**src/rtl/lut_ram_lsu.sv**
```systemverilog
// lut_ram_lsu: byte-addressed RV32I load/store front end for the word-wide lut_ram.
// Stores of bytes and halfwords are merged into the addressed word with a
// read-modify-write in the accept cycle. Loads are lane-extracted and then
// sign- or zero-extended. The response is registered one cycle after accept.
// Optional feature macro: LUT_RAM_LSU_MISALIGNED_SPLIT_EN. When it is defined,
// misaligned accesses are split over two consecutive words. When it is not
// defined, misaligned accesses are reported as errors.
module lut_ram_lsu #(
    parameter int XLEN      = 32,
    parameter int MEM_DEPTH = 1000,
    parameter int AW        = $clog2(MEM_DEPTH)
) (
    input  logic            clk,
    input  logic            rst,
    input  logic            req_valid,
    output logic            req_ready,
    input  logic            req_we,
    input  logic [1:0]      req_size,
    input  logic            req_unsigned,
    input  logic [XLEN-1:0] req_addr,
    input  logic [XLEN-1:0] req_wdata,
    output logic            resp_valid,
    output logic [XLEN-1:0] resp_rdata,
    output logic            resp_err,
    output logic            mem_wr_en,
    output logic [AW-1:0]   mem_wr_addr,
    output logic [AW-1:0]   mem_rd_addr,
    output logic [XLEN-1:0] mem_wr_data,
    input  logic [XLEN-1:0] mem_rd_data
);

`ifdef LUT_RAM_LSU_MISALIGNED_SPLIT_EN
    typedef enum logic [0:0] {ST_IDLE = 1'b0, ST_SPLIT = 1'b1} state_t;
`else
    typedef enum logic [0:0] {ST_IDLE = 1'b0} state_t;
`endif

    // Byte lanes touched by an access of the given size, before the offset shift.
    function automatic logic [3:0] size_mask(input logic [1:0] size);
        logic [3:0] m;
        case (size)
            2'b00:   m = 4'b0001;
            2'b01:   m = 4'b0011;
            2'b10:   m = 4'b1111;
            default: m = 4'b0000;
        endcase
        return m;
    endfunction

    // Replace the masked byte lanes of old_w with the same lanes of new_w.
    function automatic logic [31:0] merge_lanes(input logic [31:0] old_w,
                                                input logic [31:0] new_w,
                                                input logic [3:0]  mask);
        logic [31:0] r;
        for (int k = 0; k < 4; k++) begin
            r[8*k +: 8] = mask[k] ? new_w[8*k +: 8] : old_w[8*k +: 8];
        end
        return r;
    endfunction

    // Sign- or zero-extend a right-aligned load value according to its size.
    function automatic logic [31:0] extend_load(input logic [31:0] raw,
                                                input logic [1:0]  size,
                                                input logic        uns);
        logic [31:0] r;
        case (size)
            2'b00:   r = uns ? {24'd0, raw[7:0]}  : {{24{raw[7]}},  raw[7:0]};
            2'b01:   r = uns ? {16'd0, raw[15:0]} : {{16{raw[15]}}, raw[15:0]};
            2'b10:   r = raw;
            default: r = 32'd0;
        endcase
        return r;
    endfunction

    state_t      state_r;
    logic        accept_s;
    logic [29:0] index_s;
    logic [1:0]  offset_s;
    logic [31:0] idx_ext_s;
    logic        size_bad_s;
    logic        misaligned_s;
    logic        range_err_s;
    logic        err_s;
    logic [31:0] load_raw_s;
    logic [31:0] load_data_s;

`ifdef LUT_RAM_LSU_MISALIGNED_SPLIT_EN
    logic          next_range_err_s;
    logic          go_split_s;
    logic [7:0]    lane_mask_s;
    logic [63:0]   lane_wdata_s;
    logic [31:0]   split_raw_s;
    logic [31:0]   split_load_s;
    logic [AW-1:0] split_index_r;
    logic [31:0]   split_wdata_r;
    logic [3:0]    split_mask_r;
    logic          split_we_r;
    logic [31:0]   split_low_r;
    logic [1:0]    split_off_r;
    logic [1:0]    split_size_r;
    logic          split_uns_r;
`else
    logic [3:0]    lane_mask_s;
    logic [31:0]   lane_wdata_s;
`endif

    // Request decode: error classification, lane placement and load extraction.
    always_comb begin
        req_ready    = !rst && (state_r == ST_IDLE);
        accept_s     = req_valid && req_ready;
        index_s      = req_addr[31:2];
        offset_s     = req_addr[1:0];
        idx_ext_s    = {2'b00, index_s};
        size_bad_s   = (req_size == 2'b11);
        misaligned_s = ((req_size == 2'b01) && (offset_s == 2'b11)) ||
                       ((req_size == 2'b10) && (offset_s != 2'b00));
        range_err_s  = (idx_ext_s >= 32'(MEM_DEPTH));
        load_raw_s   = mem_rd_data >> {offset_s, 3'b000};
        load_data_s  = extend_load(load_raw_s, req_size, req_unsigned);
`ifdef LUT_RAM_LSU_MISALIGNED_SPLIT_EN
        // A split access is only legal if the following word also exists.
        next_range_err_s = ((idx_ext_s + 32'd1) >= 32'(MEM_DEPTH));
        err_s        = size_bad_s || range_err_s || (misaligned_s && next_range_err_s);
        go_split_s   = misaligned_s && !err_s;
        lane_mask_s  = {4'b0000, size_mask(req_size)} << offset_s;
        lane_wdata_s = {32'd0, req_wdata} << {offset_s, 3'b000};
        // Rebuild the loaded value from the upper bytes of the first word
        // and the lower bytes of the second word.
        case (split_off_r)
            2'b01:   split_raw_s = {mem_rd_data[7:0],  split_low_r[31:8]};
            2'b10:   split_raw_s = {mem_rd_data[15:0], split_low_r[31:16]};
            2'b11:   split_raw_s = {mem_rd_data[23:0], split_low_r[31:24]};
            default: split_raw_s = split_low_r;
        endcase
        split_load_s = extend_load(split_raw_s, split_size_r, split_uns_r);
`else
        err_s        = size_bad_s || range_err_s || misaligned_s;
        lane_mask_s  = size_mask(req_size) << offset_s;
        lane_wdata_s = req_wdata << {offset_s, 3'b000};
`endif
    end

    // Memory port drive: the accept-cycle access, or the second word of a split.
    always_comb begin
        mem_rd_addr = index_s[AW-1:0];
        mem_wr_addr = index_s[AW-1:0];
        mem_wr_data = merge_lanes(mem_rd_data, lane_wdata_s[31:0], lane_mask_s[3:0]);
        mem_wr_en   = 1'b0;
`ifdef LUT_RAM_LSU_MISALIGNED_SPLIT_EN
        if (state_r == ST_SPLIT) begin
            mem_rd_addr = split_index_r;
            mem_wr_addr = split_index_r;
            mem_wr_data = merge_lanes(mem_rd_data, split_wdata_r, split_mask_r);
            mem_wr_en   = split_we_r && !rst;
        end else begin
            mem_wr_en   = accept_s && req_we && !err_s;
        end
`else
        if (accept_s && req_we && !err_s) begin
            mem_wr_en = 1'b1;
        end else begin
            mem_wr_en = 1'b0;
        end
`endif
    end

    // Response registers, FSM state and split bookkeeping.
    always_ff @(posedge clk) begin
        if (rst) begin
            state_r       <= ST_IDLE;
            resp_valid    <= 1'b0;
            resp_rdata    <= 32'd0;
            resp_err      <= 1'b0;
`ifdef LUT_RAM_LSU_MISALIGNED_SPLIT_EN
            split_index_r <= '0;
            split_wdata_r <= 32'd0;
            split_mask_r  <= 4'd0;
            split_we_r    <= 1'b0;
            split_low_r   <= 32'd0;
            split_off_r   <= 2'd0;
            split_size_r  <= 2'd0;
            split_uns_r   <= 1'b0;
`endif
        end else begin
            case (state_r)
                ST_IDLE: begin
                    if (accept_s) begin
`ifdef LUT_RAM_LSU_MISALIGNED_SPLIT_EN
                        if (go_split_s) begin
                            // The first word is handled now; the rest is deferred one cycle.
                            state_r       <= ST_SPLIT;
                            resp_valid    <= 1'b0;
                            split_index_r <= index_s[AW-1:0] + {{(AW-1){1'b0}}, 1'b1};
                            split_wdata_r <= lane_wdata_s[63:32];
                            split_mask_r  <= lane_mask_s[7:4];
                            split_we_r    <= req_we;
                            split_low_r   <= mem_rd_data;
                            split_off_r   <= offset_s;
                            split_size_r  <= req_size;
                            split_uns_r   <= req_unsigned;
                        end else begin
                            state_r    <= ST_IDLE;
                            resp_valid <= 1'b1;
                            resp_err   <= err_s;
                            resp_rdata <= (err_s || req_we) ? 32'd0 : load_data_s;
                        end
`else
                        resp_valid <= 1'b1;
                        resp_err   <= err_s;
                        resp_rdata <= (err_s || req_we) ? 32'd0 : load_data_s;
`endif
                    end else begin
                        resp_valid <= 1'b0;
                    end
                end
`ifdef LUT_RAM_LSU_MISALIGNED_SPLIT_EN
                ST_SPLIT: begin
                    state_r    <= ST_IDLE;
                    resp_valid <= 1'b1;
                    resp_err   <= 1'b0;
                    resp_rdata <= split_we_r ? 32'd0 : split_load_s;
                end
`endif
                default: begin
                    state_r    <= ST_IDLE;
                    resp_valid <= 1'b0;
                end
            endcase
        end
    end

endmodule

```
**config.mk**
```make
export PLATFORM = sky130hd
export DESIGN_NAME = lut_ram_lsu
export DESIGN_NICKNAME = d
export VERILOG_FILES = /design/src/rtl/lut_ram_lsu.sv
export SDC_FILE = /design/constraint.sdc
export NUM_CORES = 1
export LEC_CHECK = 0
export CAP_MARGIN = 20
export CORE_MARGIN = 2
export CORE_UTILIZATION = 35
export DETAILED_ROUTE_END_ITERATION = 8
export HOLD_SLACK_MARGIN = 0.05
export PLACE_DENSITY = 0.77
export SYNTH_ARGS = -nofsm -noshare
export SYNTH_HDL_FRONTEND = slang
export SYNTH_SLANG_ARGS = --single-unit
```
**constraint.sdc**
```tcl
create_clock -name clk -period 5.8 [get_ports clk]
set_input_delay 1.16 -clock clk [delete_from_list [all_inputs] [get_ports clk]]
set_output_delay 1.16 -clock clk [all_outputs]
set_load 0.01 [all_outputs]
```
=== Yosys cells after proc, flatten, opt, wreduce, memory -nomap -nowiden ===
Index checks and enable logic that the tools add are counted.

* Register bits after elaboration: 34
* Bits of input ports: 103
* Word-level logic and storage cells: 35
* Output and inout port bits: 88

* Muxes and demuxes: 11
* Shift-type cells: 3
* Equality and inequality tests: 4
* Order comparisons: 1
* Reduce and logical (&&, ||, !) cells: 13

{| class="wikitable"
|+ Operators by type and width
! cell !! count
|-
| 32-bit 2-to-1 mux || 3
|-
| 32-bit one-hot mux with 3 select lines || 1
|-
| 8-bit 2-to-1 mux || 4
|-
| 32-bit by 5-bit << shifter with 32-bit output || 1
|-
| 32-bit by 5-bit right shift with 32-bit output || 1
|-
| 30-bit by 10-bit greater-or-equal comparator with 1-bit output, second input constant || 1
|-
| 4-bit one-hot mux with 3 select lines || 1
|-
| 2-bit equality test, second input constant || 3
|-
| 1-bit logical AND || 5
|-
| 1-bit logical OR || 4
|-
| 4-bit by 2-bit << shifter with 4-bit output || 1
|-
| 2-bit by 1-bit equality test with 1-bit output, second input constant || 1
|-
| 1-bit zero test || 2
|-
| 2-bit zero test || 1
|-
| 1-bit 2-to-1 mux || 2
|-
| 2-bit nonzero test || 1
|}

=== Depth between registers and ports, before layout ===
* Word-level depth: 7
* Gate-level depth with buffers: 7

=== Worst setup path after synthesis ===
OpenSTA, ideal clock, no wires.

* Kind: input -> output
* Start point: in req_size[0]
* End point: out mem_wr_data[16]
* Slack: 2.188 ns
* Required time: 4.640 ns
* Path buffers: 0
* Cell stages on the path: 5
* Arrival: 2.452 ns
* Cells stage by stage: inv_1 -> ha_1 -> mux2_2 -> o21ai_2 -> mux2_2

* Longest elaborated chain between the ends: 4
* Elaborated cells on any way between the ends: 6
* Those cells by class: 2 x eq/ne; 1 x shift; 2 x mux; 1 x reduce/logical

{| class="wikitable"
|+ RTL lines
! what !! RTL line !! RTL
|-
| start: declaration || 18 || <nowiki>input logic [1:0] req_size,</nowiki>
|-
| 2-bit equality test (tied with other cells) || 41 || <nowiki>case (size)</nowiki>
|-
| 4-bit one-hot mux with 3 select lines * || 41 ||
|-
| 4-bit by 2-bit << shifter with 4-bit output * || 138 || <nowiki>lane_mask_s = size_mask(req_size) << offset_s;</nowiki>
|-
| 8-bit 2-to-1 mux * || 56 || <nowiki>r[8*k +: 8] = mask[k] ? new_w[8*k +: 8] : old_w[8*k +: 8];</nowiki>
|-
| end: declaration || 28 || <nowiki>output logic [XLEN-1:0] mem_wr_data,</nowiki>
|}

Every way passes the cells marked *; elsewhere a longest branch is shown, timed or not.

=== Final worst setup path ===
* Start point: in req_size[0]
* End point: out mem_wr_data[19]

The elaborated chain is that of the path after synthesis.

==> impl_results.md <==
- Count of flip-flops with a built-in enable after synthesis: 0
- Worst R2R Start: resp_rdata[21]
- DIE WIDTH: 97.4 µm
- Top cell type by total area after synthesis: dfxtp_1
- Min-delay src: resp_rdata[15]
- Crit end category: primary output
- Leakage: 1.74 nW
- HP Class: flop to flop
- Post-synth top area share: 22.3%
- Crit path kind: input pin to primary output
- Synth warn: 0
- Final Hold Fails: 0
- Final WL: 11100 µm
- Clock Root Buffer: clkbuf_8
- Post-synthesis cell area: 0.00306 mm²
- Asr flop ratio synth: 0%
- Postcts setup bufs: 0
- Post-DP HPWL: 8750 µm
- Max Fclk: 0.202 GHz
- R2R depth: 3
- Tot Pwr: 0.000704 W
- Top post-synthesis cells by area: dfxtp_1 22%, mux2_2 12%, mux2i_1 10%, a21oi_1 5.4%, buf_4 5.4%
- Slew Viols, Final: 0
- Skew final: 0 ns
- Total gr overflow: 0
- PostCTS Resize Cnt: 0
- WL per Instance: 17.9 µm
- Fin crit period: 4.94 ns
- Boundary pin count: 191
- Post-synth top cells: 41 x nand2_1, 34 x dfxtp_1, 33 x a21oi_1, 33 x mux2_2, 32 x mux2i_1
- Core area: 0.00859 mm²
- Iter 0 DRT Violations: 104
- Top-count cell post-synth: nand2_1
- Max-cap violations: 0
- Outcome: completed
- Period utilization: 85.2%
- CTS Buf Count: 5
- Routed Antenna Nets: 0
- CTS Sinks: 34
- Part of the Yosys area used for sequential elements: 22.3%
- Hold path depth: 2
- Final core occ: 56.1%
- Clock transition at path regs: 0.07 ns
- Slew headroom: 28.9%
- Total negative slack: 0 ns
- Reg2reg end: resp_rdata[21]
- Arr. time, crit path: 3.78 ns
- Placed cell area: 0.00473 mm²
- Yosys reg bits: 34
- Vias in the first global route: 3409
- Critical Path RT: 4.64 ns
- Main synth FF type: dfxtp_1
- Vias: 3401
- CTS tree: done
- Hold Path End: resp_rdata[15]
- DRT Pass-1 Iters: 4
- Layout cell share with drive strength beyond 1: 12.5%
- Clock Tree Buf Depth: 2
- Setup slack, reg-to-reg: 4.80 ns
- Number of port buffers: 181
- First-pass GRT wire length: 16900 µm
- Pwr per Cell Area: 146 mW/mm²
- Initial core utilization: 35.6%
- Die H: 97.4 µm
- Initial antenna violation count: 0
- Crit path max fanout: 8
- Global placement routability congestion: 0.900
- Synthesized area per cell: 8.39 µm²
- Inserted Diodes: 0
- DR DRC count: 0
- Clk Latency, worst-skew pair: 0.28 ns
- Die area: 0.00949 mm²
- Number of distinct library cells after synthesis: 45
- RSZ-0062 raised after global routing: no
- DR vias/cell: 5.49
- Post-Syn Nets: 472
- Final setup fails: 0
- Worst VDD drop: 0.0000770 V
- Critical path startpoint category: input pin
- Finished Cell Area: 0.00482 mm²
- Final Net Count: 619
- CTS hold repair buffers: 0
- H-tree depth: 2
- Syn Inst Count: 364
- Gr usage total: 21.8%
- Largest net degree at the start of global routing: 57
- Row count: 34
- Layout area overhead: 57.7%
- Actual slew at the worst max-slew pin: 1.06 ns
- Layout fillers: 801
==> per-stage QoR <==
stage          worst slack (ns)  instances  hold WS, ns
2_1_floorplan              2.19        364        0.484
3_3_place_gp              0.994        612        0.439
3_5_place_dp              0.892        612        0.447
4_1_cts                   0.884        620        0.462
5_1_grt                   0.770        620        0.491
6_report                  0.861        620        0.462
==> flip-flops by register name (all words and copies together), names as in the netlist <==
name        count
resp_rdata     32
resp_err        1
resp_valid      1
==> cell type report <==
| type | instances | area [µm²] | area share [%] |
|---|---|---|---|
| well taps | 108 | 135 | 2.80 |
| flip-flops and latches | 34 | 681 | 14.1 |
| multi-input cells | 278 | 2050 | 42.6 |
| clock inverters | 1 | 5.00 | 0.104 |
| clock buffers | 7 | 86.3 | 1.79 |
| inverters | 7 | 26.3 | 0.545 |
| repair buffers | 185 | 1830 | 38.0 |
==> per-layer routing <==
| metal | vias to the layer above | share of wire, % | GRT usage, % |
|---|---|---|---|
| li1 | 1624 | - | - |
| met2 | 152 | 51 | 40.5 |
| met5 | - | 0 | 0 |
| met3 | 17 | 8.1 | 5.90 |
| met1 | 1608 | 39 | 25.0 |
| met4 | 0 | 1.6 | 4.38 |
==> critical path, cell delays in order <==
cell,delay [ns]
clkdlybuf4s50_1,0.51
inv_1,0.09
ha_1,0.32
mux2_2,0.29
o21ai_2,0.51
mux2_2,0.41
clkdlybuf4s50_1,0.48
==> layout by cell type, fill, tap and decap left out, drive strengths merged, types with 6 or more instances in the layout <==
master         instances
clkdlybuf4s50        179
nand2                 41
dfxtp                 34
a21oi                 34
mux2                  33
mux2i                 32
o21ai                 28
nor2                  21
a221oi                16
nor2b                 10
a21boi                 9
a211oi                 8
inv                    7
o2bb2ai                7
clkbuf                 7
buf                    6
==> where the power goes <==
group	internal [W]	switching [W]
clock	0.0000958	0.0000857
sequential	0.000234	0.000000352
combinational	0.000162	0.000126
total	0.000492	0.000212
==> worst max-delay path by stage <==
stage / start / endpoint / slack (ns) / depth (start not counted)
6_report: req_size[0] / mem_wr_data[19] / 0.86 / 7
5_1_grt: req_size[0] / mem_wr_data[22] / 0.77 / 7
4_1_cts: req_size[0] / mem_wr_data[19] / 0.88 / 7
3_5_place_dp: req_size[0] / mem_wr_data[21] / 0.89 / 7
3_3_place_gp: req_size[0] / mem_wr_data[23] / 0.99 / 7
2_1_floorplan: req_size[0] / mem_wr_data[16] / 2.19 / 5
==> cell families (layout without fill, tap and decap cells) <==
kind of cell | after synthesis | after routing | share of synthesized area, %
buffers and inverters | 52 | 200 | 10.5
adder cells (fa/ha/maj) | 5 | 5 | 2.05
AND/OR/NAND/NOR | 94 | 94 | 14.8
AO/OA/AOI/OAI | 114 | 114 | 27.7
flip-flops | 34 | 34 | 22.3
multiplexers | 65 | 65 | 22.6
No activity file was read; power rests on OpenSTA's default activity.
